==> config.mk <==
export PLATFORM = sky130hd
export DESIGN_NAME = jtag_shift_engine
export DESIGN_NICKNAME = d
export VERILOG_FILES = /design/src/rtl/caliptra_fpga_jtag_pkg.sv /design/src/rtl/jtag_tck_divider.sv /design/src/rtl/jtag_shift_engine.sv
export SDC_FILE = /design/constraint.sdc
export NUM_CORES = 1
export LEC_CHECK = 0
export BUFFER_PORTS_ARGS = -buffer_cell sky130_fd_sc_hd__buf_2
export CAP_MARGIN = 10
export CORE_UTILIZATION = 25
export DETAILED_ROUTE_END_ITERATION = 8
export HOLD_SLACK_MARGIN = 0.08
export PLACE_DENSITY = 0.42
export SLEW_MARGIN = 20
export SYNTH_ARGS = -nofsm -noshare
export SYNTH_HDL_FRONTEND = slang
export SYNTH_SLANG_ARGS = --single-unit
export TNS_END_PERCENT = 10
==> constraint.sdc <==
create_clock -name core_clk -period 6.85 [get_ports core_clk]
set_clock_uncertainty 0.1 [all_clocks]
set_input_delay 1.37 -clock core_clk [delete_from_list [all_inputs] [get_ports core_clk]]
set_output_delay 1.37 -clock core_clk [all_outputs]
set_load 0.005 [all_outputs]
==> src/rtl/caliptra_fpga_jtag_pkg.sv <==
// rtl/caliptra_fpga_jtag_pkg.sv - shared types and constants for the JTAG shift engine
// FSM state type, command sizing and the jtag_in bus bit positions.
package caliptra_fpga_jtag_pkg;

  localparam int JTAG_MAX_BITS = 32;
  localparam int JTAG_LEN_W    = 6;

  localparam int JTAG_IN_TCK    = 0;
  localparam int JTAG_IN_TDI    = 1;
  localparam int JTAG_IN_TMS    = 2;
  localparam int JTAG_IN_TRST_N = 3;
  localparam int JTAG_IN_W      = 4;

  typedef enum logic [1:0] {
    IDLE = 2'd0,
    LOW  = 2'd1,
    HIGH = 2'd2,
    DONE = 2'd3
  } jtag_state_e;

  // Packs the engine pins into the core's jtag_in ordering.
  function automatic logic [JTAG_IN_W-1:0] jtag_in_pack(input logic tck, input logic tdi,
                                                        input logic tms, input logic trst_n);
    logic [JTAG_IN_W-1:0] v;
    v                 = '0;
    v[JTAG_IN_TCK]    = tck;
    v[JTAG_IN_TDI]    = tdi;
    v[JTAG_IN_TMS]    = tms;
    v[JTAG_IN_TRST_N] = trst_n;
    return v;
  endfunction

  function automatic logic [JTAG_LEN_W-1:0] jtag_clamp_len(input logic [JTAG_LEN_W-1:0] len);
    return (len > JTAG_LEN_W'(JTAG_MAX_BITS)) ? JTAG_LEN_W'(JTAG_MAX_BITS) : len;
  endfunction

endpackage

==> src/rtl/jtag_tck_divider.sv <==
// rtl/jtag_tck_divider.sv - TCK half-period counter
// Counts CLK_DIV core cycles per half-period while enabled; phase_end_o marks the last one.
module jtag_tck_divider #(
  parameter int CLK_DIV = 4
) (
  input  logic clk_i,
  input  logic rst_i,
  input  logic en_i,
  output logic phase_end_o
);

  localparam logic [7:0] LAST = 8'(CLK_DIV - 1);

  logic [7:0] cnt_q, cnt_d;

  always_comb begin
    cnt_d = cnt_q;
    if (!en_i || (cnt_q == LAST)) begin
      cnt_d = '0;
    end else begin
      cnt_d = cnt_q + 8'd1;
    end
  end

  always_ff @(posedge clk_i or posedge rst_i) begin
    if (rst_i) begin
      cnt_q <= '0;
    end else begin
      cnt_q <= cnt_d;
    end
  end

  assign phase_end_o = en_i && (cnt_q == LAST);

endmodule

==> src/rtl/jtag_shift_engine.sv <==
// rtl/jtag_shift_engine.sv - register-driven JTAG bit-bang shifter
// Optional CPTRA_FPGA_JTAG_LOOPBACK_EN samples TDO from the driven TDI for self-test.
module jtag_shift_engine
  import caliptra_fpga_jtag_pkg::*;
#(
  parameter int CLK_DIV  = 4,
  parameter int MAX_BITS = JTAG_MAX_BITS
) (
  input  logic                  core_clk,
  input  logic                  core_rst,
  input  logic                  cmd_valid,
  output logic                  cmd_ready,
  input  logic [JTAG_LEN_W-1:0] cmd_len,
  input  logic [MAX_BITS-1:0]   cmd_tms,
  input  logic [MAX_BITS-1:0]   cmd_tdi,
  output logic                  rsp_valid,
  input  logic                  rsp_ready,
  output logic [MAX_BITS-1:0]   rsp_tdo,
  input  logic                  trst_req,
  output logic                  jtag_tck,
  output logic                  jtag_tdi,
  output logic                  jtag_tms,
  output logic                  jtag_trst_n,
  input  logic                  jtag_tdo
);

  localparam int IDX_W = $clog2(MAX_BITS);

  jtag_state_e           state_q, state_d;
  logic [JTAG_LEN_W-1:0] len_q, len_d;
  logic [JTAG_LEN_W-1:0] idx_q, idx_d;
  logic [JTAG_LEN_W-1:0] nxt_idx;
  logic [JTAG_LEN_W-1:0] clamped_len;
  logic [MAX_BITS-1:0]   tms_sh_q, tms_sh_d;
  logic [MAX_BITS-1:0]   tdi_sh_q, tdi_sh_d;
  logic [MAX_BITS-1:0]   rsp_tdo_q, rsp_tdo_d;
  logic                  tck_q, tck_d;
  logic                  tms_q, tms_d;
  logic                  tdi_q, tdi_d;
  logic                  trst_n_q;
  logic                  rsp_valid_q, rsp_valid_d;
  logic                  cmd_ready_q, cmd_ready_d;
  logic                  empty_q, empty_d;
  logic                  div_en;
  logic                  phase_end;
  logic                  tdo_src;

  assign div_en = (state_q == LOW) || (state_q == HIGH);

  jtag_tck_divider #(
    .CLK_DIV(CLK_DIV)
  ) u_div (
    .clk_i      (core_clk),
    .rst_i      (core_rst),
    .en_i       (div_en),
    .phase_end_o(phase_end)
  );

`ifdef CPTRA_FPGA_JTAG_LOOPBACK_EN
  assign tdo_src = tdi_q;
`else
  assign tdo_src = jtag_tdo;
`endif

  assign clamped_len = jtag_clamp_len(cmd_len);
  assign nxt_idx     = idx_q + JTAG_LEN_W'(1);

  always_comb begin
    state_d     = state_q;
    len_d       = len_q;
    idx_d       = idx_q;
    tms_sh_d    = tms_sh_q;
    tdi_sh_d    = tdi_sh_q;
    rsp_tdo_d   = rsp_tdo_q;
    tck_d       = tck_q;
    tms_d       = tms_q;
    tdi_d       = tdi_q;
    empty_d     = empty_q;
    rsp_valid_d = 1'b0;

    unique case (state_q)
      IDLE: begin
        // A zero-length command spends one extra cycle here so it reaches DONE a cycle later.
        if (empty_q) begin
          empty_d = 1'b0;
          state_d = DONE;
        end else if (cmd_valid && cmd_ready_q) begin
          tms_sh_d  = cmd_tms;
          tdi_sh_d  = cmd_tdi;
          len_d     = clamped_len;
          idx_d     = '0;
          rsp_tdo_d = '0;
          if (clamped_len == '0) begin
            empty_d = 1'b1;
          end else begin
            tms_d   = cmd_tms[0];
            tdi_d   = cmd_tdi[0];
            state_d = LOW;
          end
        end
      end
      LOW: begin
        if (phase_end) begin
          tck_d                       = 1'b1;
          rsp_tdo_d[idx_q[IDX_W-1:0]] = tdo_src;
          state_d                     = HIGH;
        end
      end
      HIGH: begin
        if (phase_end) begin
          tck_d = 1'b0;
          idx_d = nxt_idx;
          if (nxt_idx == len_q) begin
            state_d = DONE;
          end else begin
            tms_d   = tms_sh_q[nxt_idx[IDX_W-1:0]];
            tdi_d   = tdi_sh_q[nxt_idx[IDX_W-1:0]];
            state_d = LOW;
          end
        end
      end
      DONE: begin
        if (rsp_valid_q && rsp_ready) begin
          state_d = IDLE;
        end else begin
          rsp_valid_d = 1'b1;
        end
      end
      default: state_d = IDLE;
    endcase

    cmd_ready_d = (state_d == IDLE) && !empty_d;
  end

  always_ff @(posedge core_clk or posedge core_rst) begin
    if (core_rst) begin
      state_q     <= IDLE;
      len_q       <= '0;
      idx_q       <= '0;
      tms_sh_q    <= '0;
      tdi_sh_q    <= '0;
      rsp_tdo_q   <= '0;
      tck_q       <= 1'b0;
      tms_q       <= 1'b1;
      tdi_q       <= 1'b0;
      rsp_valid_q <= 1'b0;
      cmd_ready_q <= 1'b0;
      empty_q     <= 1'b0;
    end else begin
      state_q     <= state_d;
      len_q       <= len_d;
      idx_q       <= idx_d;
      tms_sh_q    <= tms_sh_d;
      tdi_sh_q    <= tdi_sh_d;
      rsp_tdo_q   <= rsp_tdo_d;
      tck_q       <= tck_d;
      tms_q       <= tms_d;
      tdi_q       <= tdi_d;
      rsp_valid_q <= rsp_valid_d;
      cmd_ready_q <= cmd_ready_d;
      empty_q     <= empty_d;
    end
  end

  always_ff @(posedge core_clk or posedge core_rst) begin
    if (core_rst) begin
      trst_n_q <= 1'b0;
    end else begin
      trst_n_q <= ~trst_req;
    end
  end

  assign cmd_ready   = cmd_ready_q;
  assign rsp_valid   = rsp_valid_q;
  assign rsp_tdo     = rsp_tdo_q;
  assign jtag_tck    = tck_q;
  assign jtag_tdi    = tdi_q;
  assign jtag_tms    = tms_q;
  assign jtag_trst_n = trst_n_q;

endmodule

### Word-level counts from Yosys, hierarchy flattened

Index checks and enable logic that the tools add are counted.

| storage, ports and cells | value |
|---|---|
| register bits | 125 |
| bits of input ports | 76 |
| output and inout port bits | 38 |
| word-level logic and storage cells | 99 |

| operators by class | value |
|---|---|
| $add $sub $neg | 2 |
| $lt $le $gt $ge | 4 |
| equality and inequality tests | 11 |
| multiplexer cells | 46 |
| bitwise gates (word level) | 2 |
| reductions and logical operators | 20 |

Operators with widths:

| operator | count |
|---|---|
| 32-bit 2-to-1 mux | 3 |
| 32-bit case mux with 2 select lines | 1 |
| 32-bit bitwise mux | 1 |
| 6-bit 2-to-1 mux | 4 |
| 1-bit 2-to-1 mux | 21 |
| 2-bit 2-to-1 mux | 7 |
| 5-bit by 6-bit less-than comparator with 1-bit output (second input constant) | 2 |
| 2-bit inequality test (second input constant) | 6 |
| 6-bit case mux with 2 select lines | 1 |
| 1-bit binary-select mux with 5-bit select | 2 |
| 8-bit by 1-bit adder with 8-bit output (second input constant) | 1 |
| 8-bit by 2-bit equality test with 1-bit output (second input constant) | 1 |
| 8-bit 2-to-1 mux | 1 |
| 2-bit case mux with 4 select lines | 1 |
| 4-bit AND reduction | 2 |
| 6-bit by 1-bit adder with 6-bit output (second input constant) | 1 |
| 6-bit equality test | 1 |
| 6-bit greater-than comparator (second input constant) | 1 |
| 6-bit logical NOT | 1 |
| 1-bit case mux with 2 select lines | 3 |
| 3-bit AND reduction | 2 |
| 6-bit AND reduction | 1 |
| 2-bit nonzero test | 3 |
| 1-bit demux with 5-bit select | 1 |
| other kinds (8) | 17 |

### Logic depth before layout (Yosys ltp)

Gate-level depths: netlist of the first run.

| depth | value |
|---|---|
| depth after elaboration | 9 |
| depth in mapped cells | 10 |
| mapped depth without buffers | 8 |

### Hierarchy

A second synthesis of the first run with hierarchy kept.

| second synthesis, totals | value |
|---|---|
| cell total of the unflattened synthesis | 509 |
| area total of the unflattened synthesis | 6007.0 µm² |

Modules (own cells, without submodules):

| module | instances | cells each | area each (µm²) | sequential area each (µm²) |
|---|---|---|---|---|
| jtag_shift_engine | 1 | 469 | 5604.1 | 2929.1 |
| jtag_tck_divider | 1 | 40 | 402.9 | 200.2 |

### Worst setup path after synthesis of the first run

OpenSTA, ideal clock, no wires.

| timing | value |
|---|---|
| kind | input to register |
| from | input port cmd_valid |
| to | register tdi_sh_q[29] |
| data arrival time | 2.436 ns |
| required time | 6.625 ns |
| slack | 4.189 ns |
| stages | 4 |
| path buffers | 2 |
| cell sequence | nand4_1 clkbuf_1 buf_2 mux2_2 |

| between the ends | value |
|---|---|
| word-level cells in the longest chain between the ends | 2 |

RTL lines:

| item | line | RTL |
|---|---|---|
| start: declaration | jtag_shift_engine.sv:11 | `input logic cmd_valid,` |
| 1-bit logical AND | jtag_shift_engine.sv:87 | `end else if (cmd_valid && cmd_ready_q) begin` |
| 3-bit AND reduction (no source line) | - |  |
| end signal: assignment | jtag_shift_engine.sv:154 | `tdi_sh_q <= tdi_sh_d;` |
| end: declaration | jtag_shift_engine.sv:35 | `logic [MAX_BITS-1:0] tdi_sh_q, tdi_sh_d;` |

No other way between the ends.
A chain may end at the register's enable or synchronous reset.

### Worst setup path in the final report of the first run

| timing | value |
|---|---|
| from | register idx_q[0] |
| to | register tms_q (netlist: jtag_tms) |

| between the ends | value |
|---|---|
| word-level cells in the longest chain between the ends | 6 |

RTL lines:

| item | line | RTL |
|---|---|---|
| start: declaration | jtag_shift_engine.sv:31 | `logic [JTAG_LEN_W-1:0] idx_q, idx_d;` |
| start signal: assignment | jtag_shift_engine.sv:152 | `idx_q <= idx_d;` |
| 6-bit by 1-bit adder with 6-bit output * | jtag_shift_engine.sv:66 | `assign nxt_idx = idx_q + JTAG_LEN_W'(1);` |
| 1-bit binary-select mux with 5-bit select | jtag_shift_engine.sv:116 | `tms_d = tms_sh_q[nxt_idx[IDX_W-1:0]];` |
| 1-bit 2-to-1 mux (not written as such) | jtag_shift_engine.sv:116 |  |
| 1-bit 2-to-1 mux | jtag_shift_engine.sv:113 | `if (nxt_idx == len_q) begin` |
| 1-bit 2-to-1 mux | jtag_shift_engine.sv:110 | `if (phase_end) begin` |
| 1-bit case mux with 2 select lines | jtag_shift_engine.sv:81 | `unique case (state_q)` |
| end signal: assignment | jtag_shift_engine.sv:157 | `tms_q <= tms_d;` |
| end: declaration | jtag_shift_engine.sv:38 | `logic tms_q, tms_d;` |

Every way passes the cells marked *; elsewhere a longest branch is shown, timed or not. The select of a mux whose other input is x is not followed.

==> results of run 1 <==
worst paths after layout:
path                               end  slack, ps  cells after the start
setup / recovery              jtag_tms       3230                      9
hold / removal               cmd_ready        370                      1
setup reg to reg              jtag_tms       3230                      9
hold reg to reg              cmd_ready        370                      1
max in group asynchronous  rsp_tdo[10]       4520                      3
min in group asynchronous  jtag_trst_n        980                      2
report_power, final:
part           leakage, nW  switching [mW]  internal (mW)
registers             1.69        0.000511          0.739
logic                 1.73          0.0250         0.0177
clock network        0.265           0.358          0.478
total                 3.68           0.384           1.23
placed cells by master, fill, tap and decap left out, types with 12 or more instances in the layout:
cell type / count
buf_2: 113
nand2_1: 73
dfrtp_1: 124
a22o_1: 30
nor2_1: 18
mux2_2: 68
clkbuf_16: 17
mux4_2: 13
o21ai_0: 48
xnor2_1: 12
cell type report:
class | count | area (µm²)
multi-input combinational | 370 | 2910
inverter | 12 | 55.1
clock inverter | 14 | 110
fill | 2552 | 16800
clock buffer | 18 | 439
timing repair buffer | 117 | 596
sequential | 125 | 3130
tap | 324 | 405
worst reg2reg max path: stages, from the launching register on:
cell and delay (ps):
dfrtp_1 850, inv_6 120, ha_1 730, buf_4 340, mux4_1 570, mux2i_1 150
nor3_1 60, a41oi_1 190, a41oi_1 140, mux2_2 310
cells by family (layout without fill, tap and decap cells):
| group | count (synthesis) | count (layout) | share of synthesized area, % |
|---|---|---|---|
| xor gates and xnor gates | 21 | 21 | 3.30 |
| AOI/OAI and AO/OA | 118 | 118 | 13.0 |
| adders and majority gates | 9 | 9 | 1.80 |
| buffers and inverters | 47 | 161 | 3.58 |
| muxes | 87 | 87 | 18.1 |
| and+or+nand+nor | 135 | 135 | 10.3 |
| DFF | 125 | 125 | 50.0 |
stage by stage:
step	power (mW)	utilization, %	std cells
after global placement	0.798	29.0	948
after floorplan	0.767	-	542
after global routing	1.68	31.2	980
after detailed placement	0.798	29.0	948
final	1.62	31.2	980
after CTS	1.64	31.2	980
metal layers:
metal	global-route usage, %	vias up
met5	0	-
met2	21.2	106
met1	16.8	2251
met3	3.27	17
li1	-	2160
met4	5.06	2
state kept, by name, indices dropped and copies added (netlist names), 2 cells and up:
signal / flops
idx_q: 6
u_div.cnt_q: 8
rsp_tdo: 32
len_q: 6
tdi_sh_q: 32
tms_sh_q: 32
state_q: 2
==> results.cfg, run 1 <==
[run_status]
status = complete, no violations

[setup_path]
startpoint = idx_q[0]
critical-path-max-stage-delay_ps = 850
crit_path_frequent_cell = a41oi_1
path_delay_family = multiplexers
r2r_start = idx_q[0]
setup.worst_path.class = reg -> reg
crit_chain = inv_6, ha_1, buf_4, mux4_1, mux2i_1, nor3_1, a41oi_1, a41oi_1, mux2_2
slowest_stage = dfrtp_1
cp_num_buf_inv = 2
end_kind = flip-flop
cp.required_ps = 7090
cp_max_fo = 18
cp-start-kind = flip-flop
cp.arrival_ps = 3870

[cts]
ctsHtreeMaxLevel = 4
cts_buffer_depth = 2
cts_tree = built
cts_buffers = 17
post_cts_buffers = 0
cts_resized = 0
root_buffer = clkbuf_16
insertion_delay_ps = 420
cts.sinks = 125
ctsHoldBuffers = 0
clk_pin_slew_ps = 60

[synthesis]
ys_top_cells_by_count = dfrtp_1, nand2_1, mux2_2
synth_area_um2 = 6260
syn_nets = 627
yosys.area.top_type = dfrtp_1
synth-edff-count = 0
synth_seq_cells = 125
yosys_warnings = 0
synth.area.top_cells = dfrtp_1, mux2_2, mux4_2, nand2_1, a22o_1
synthMostInstantiatedCell = dfrtp_1
synth_seq_area_share_pct = 50.0
synthCells = 542
synth_top_area_share_pct = 49.6
synth_cell_types = 56
synth_flop_cell = dfrtp_1
synth_area_per_cell_um2 = 11.5
synthArstFlopShare_pct = 100

[route]
top_layer = met5
vias_per_cell = 4.63
drcViolationCount = 0
drt-initial-drc-count = 188
wl_met2_um = 7570
detail-route-antenna-nets = 0
wl_per_cell_um = 16.3
wl_um = 16000
vias = 4536
wl_met3_um = 715
wl_met1_um = 7460
dr.pass1.iters = 6

[sta]
holdWs_ps = 365
relSlewSlack_pct = 37.6
final.period_utilization_pct = 52.9
fin_setup_tns_ps = 0
fmax_mhz = 276
tightest_slew_ps = 935
rsz0062_at_grt = no
worst_slack_ps = 3230
hold_viol = 0
layout_min_cycle_time_ps = 3620
slew_violations = 0
setup_viol = 0

[die]
die_w_um = 160
placementRows = 57
ios = 114
start_util_pct = 25.6
die_y_um = 160
dieArea_um2 = 25700
core_um2 = 24500

[placed_design]
dpl-instance-area_um2 = 7090
dp_slack_ps = 3140
gp_congestion = 0.752
dp_hpwl_um = 11500
port_buffers = 113

[pwr]
total_leakage_power_nw = 3.68
peakVddDrop_uv = 123
p_per_area_nw_per_um2 = 212

[global_routing]
gr-total-overflow = 0
grt_pass1_wl_um = 26100
grt_start_max_net_pins = 80
grt_usage_pct = 13.1
antenna_found_initial = 2
grt_pass1_vias = 4782

[min_path]
hold_path_class = reg -> reg
hp-start = empty_q

[finish]
area.growth.synth_to_final_pct = 22.1
final_nets = 728
antennaDiodeCount = 0
drive_above_1_share_pct = 37.2
stdcell_area_um2 = 7640

[flow_run]
drv_cap = 0
(Power assumes the default switching activity.)
==> run 2, diff against run 1 <==
Settings changed: PLACE_DENSITY 0.42 to 0.44.
Clock period 6.85 ns to 3.3 ns, I/O delays scaled along.
==> run 2 against run 1 <==
Against the previous run: sequential cell count unchanged; critical path depth down 1; largest power group unchanged; routed wire length down 0.69%; sequential power up 110%; critical endpoint is now jtag_tdi.
==> results.cfg, run 2 (same netlist as run 1, synthesis figures left out) <==
[pwr]
p_per_area_nw_per_um2 = 440
swShare_pct = 23.3
peakVddDrop_uv = 261
seq_power_share_pct = 44.8
p_int_mw = 2.63
clkPwrFrac_pct = 52.4
total_leakage_power_nw = 3.76
power_switching_mw = 0.798
power_frac_comb_pct = 2.7

[sta]
setup_viol = 0
rsz0062_at_grt = no
layout_min_cycle_time_ps = 2860
fin_setup_tns_ps = 0
holdWs_ps = 286
final.period_utilization_pct = 86.7
relSlewSlack_pct = 42.9
hold_viol = 0
fmax_mhz = 349
tightest_slew_ps = 854
worst_slack_ps = 438
slew_violations = 0

[setup_path]
setup.worst_path.class = reg -> reg
cp-start-kind = flip-flop
end_kind = flip-flop
cp_max_fo = 17
rrSetupSlack_ps = 440
cp.required_ps = 3500
cp.arrival_ps = 3060

[cts]
cts_buffers = 17
cts_tree = built
post_cts_buffers = 0
cts_resized = 0
insertion_delay_ps = 410
cts.sinks = 125
root_buffer = clkbuf_16
clk_pin_slew_ps = 60
ctsHtreeMaxLevel = 4
ctsHoldBuffers = 0
cts_buffer_depth = 2

[route]
wl_per_cell_um = 16.0
detail-route-antenna-nets = 0
wl_met3_um = 970
wl_met2_um = 7550
drcViolationCount = 0
vias = 4537
wl_um = 15900
drt-initial-drc-count = 202
dr.pass1.iters = 4
vias_per_cell = 4.58
wl_met1_um = 7310
top_layer = met5

[finish]
drive_above_1_share_pct = 37.7
layout_common_cells = dfrtp_1, buf_2, nand2_1
seq_area_um2 = 3130
fin_cells = 991
multiInputGateArea_um2 = 2910
area.growth.synth_to_final_pct = 24.2
final_common_cell = dfrtp_1
fillers = 2480
final_nets = 737

[global_routing]
grt_pass1_wl_um = 25800
grt_start_max_net_pins = 78
gr-total-overflow = 0
grt_usage_pct = 12.9
grt_pass1_vias = 4705
antenna_found_initial = 3

[placed_design]
gp_congestion = 0.749
place_inst = 957
dp_hpwl_um = 11400
dp_slack_ps = 435
port_buffers = 113

[die]
die_w_um = 160
core_um2 = 24500
ios = 114
die_y_um = 160
start_util_pct = 25.6
dieArea_um2 = 25700
placementRows = 57

[min_path]
hold_path_class = in -> reg

[flow_run]
drv_cap = 0

[run_status]
status = complete, no violations
==> run 2: cell types whose count changed in the layout (fill, tap and decap cells not counted), sizes merged <==
cell,delta
clkinvlp,-1
bufinv,+1
buf,+9
diode,+2
==> run 2: per-stage QoR <==
| step | power, mW | util [%] | instance area [µm²] |
|---|---|---|---|
| 2_1_floorplan | 1.59 | - | 6260 |
| 3_3_place_gp | 1.66 | 29.5 | 7210 |
| 3_5_place_dp | 1.66 | 29.5 | 7210 |
| 4_1_cts | 3.50 | 31.8 | 7770 |
| 5_1_grt | 3.56 | 31.8 | 7770 |
| 6_report | 3.43 | 31.8 | 7780 |
==> run 2: final timing paths <==
kind | end | startpoint | cells past startpoint
setup reg to reg | jtag_tdi | idx_q[1] | 8
setup / recovery | jtag_tdi | idx_q[1] | 8
hold reg to reg | cmd_ready | empty_q | 1
max in group asynchronous | rsp_tdo[11] | core_rst | 3
min in group asynchronous | len_q[1] | core_rst | 2
hold / removal | jtag_trst_n | trst_req | 2
==> run 2: per-layer routing <==
| layer | vias to the layer above | GRT usage (%) |
|---|---|---|
| li1 | 2182 | - |
| met1 | 2208 | 16.8 |
| met2 | 137 | 20.4 |
| met3 | 8 | 4.65 |
| met4 | 2 | 2.73 |
| met5 | - | 0 |
==> run 2: final cells by class <==
cell class / count / share of cell area [%]
clock buffer: 18 / 5.52
clock inverter: 14 / 1.72
tap: 324 / 5.21
timing repair buffer: 126 / 9.17
inverter: 12 / 0.692
antenna: 2 / 0.0644
sequential: 125 / 40.2
multi-input combinational: 370 / 37.4
==> run 2: critical path, stage by stage, from the launching register on <==
cell	delay [ps]
dfrtp_1	440
inv_1	140
ha_1	550
buf_12	230
mux4_2	510
nor4b_1	150
a41oi_1	200
o2111ai_1	150
mux2_2	280
==> run 2: power by group through the flow <==
stage	Combinational, mW	Sequential [mW]	Clock [mW]
2_1_floorplan	0.0280	1.56	0
5_1_grt	0.108	1.54	1.92
3_5_place_dp	0.0982	1.56	0
3_3_place_gp	0.0963	1.56	0
6_report	0.0931	1.54	1.80
4_1_cts	0.0984	1.54	1.86
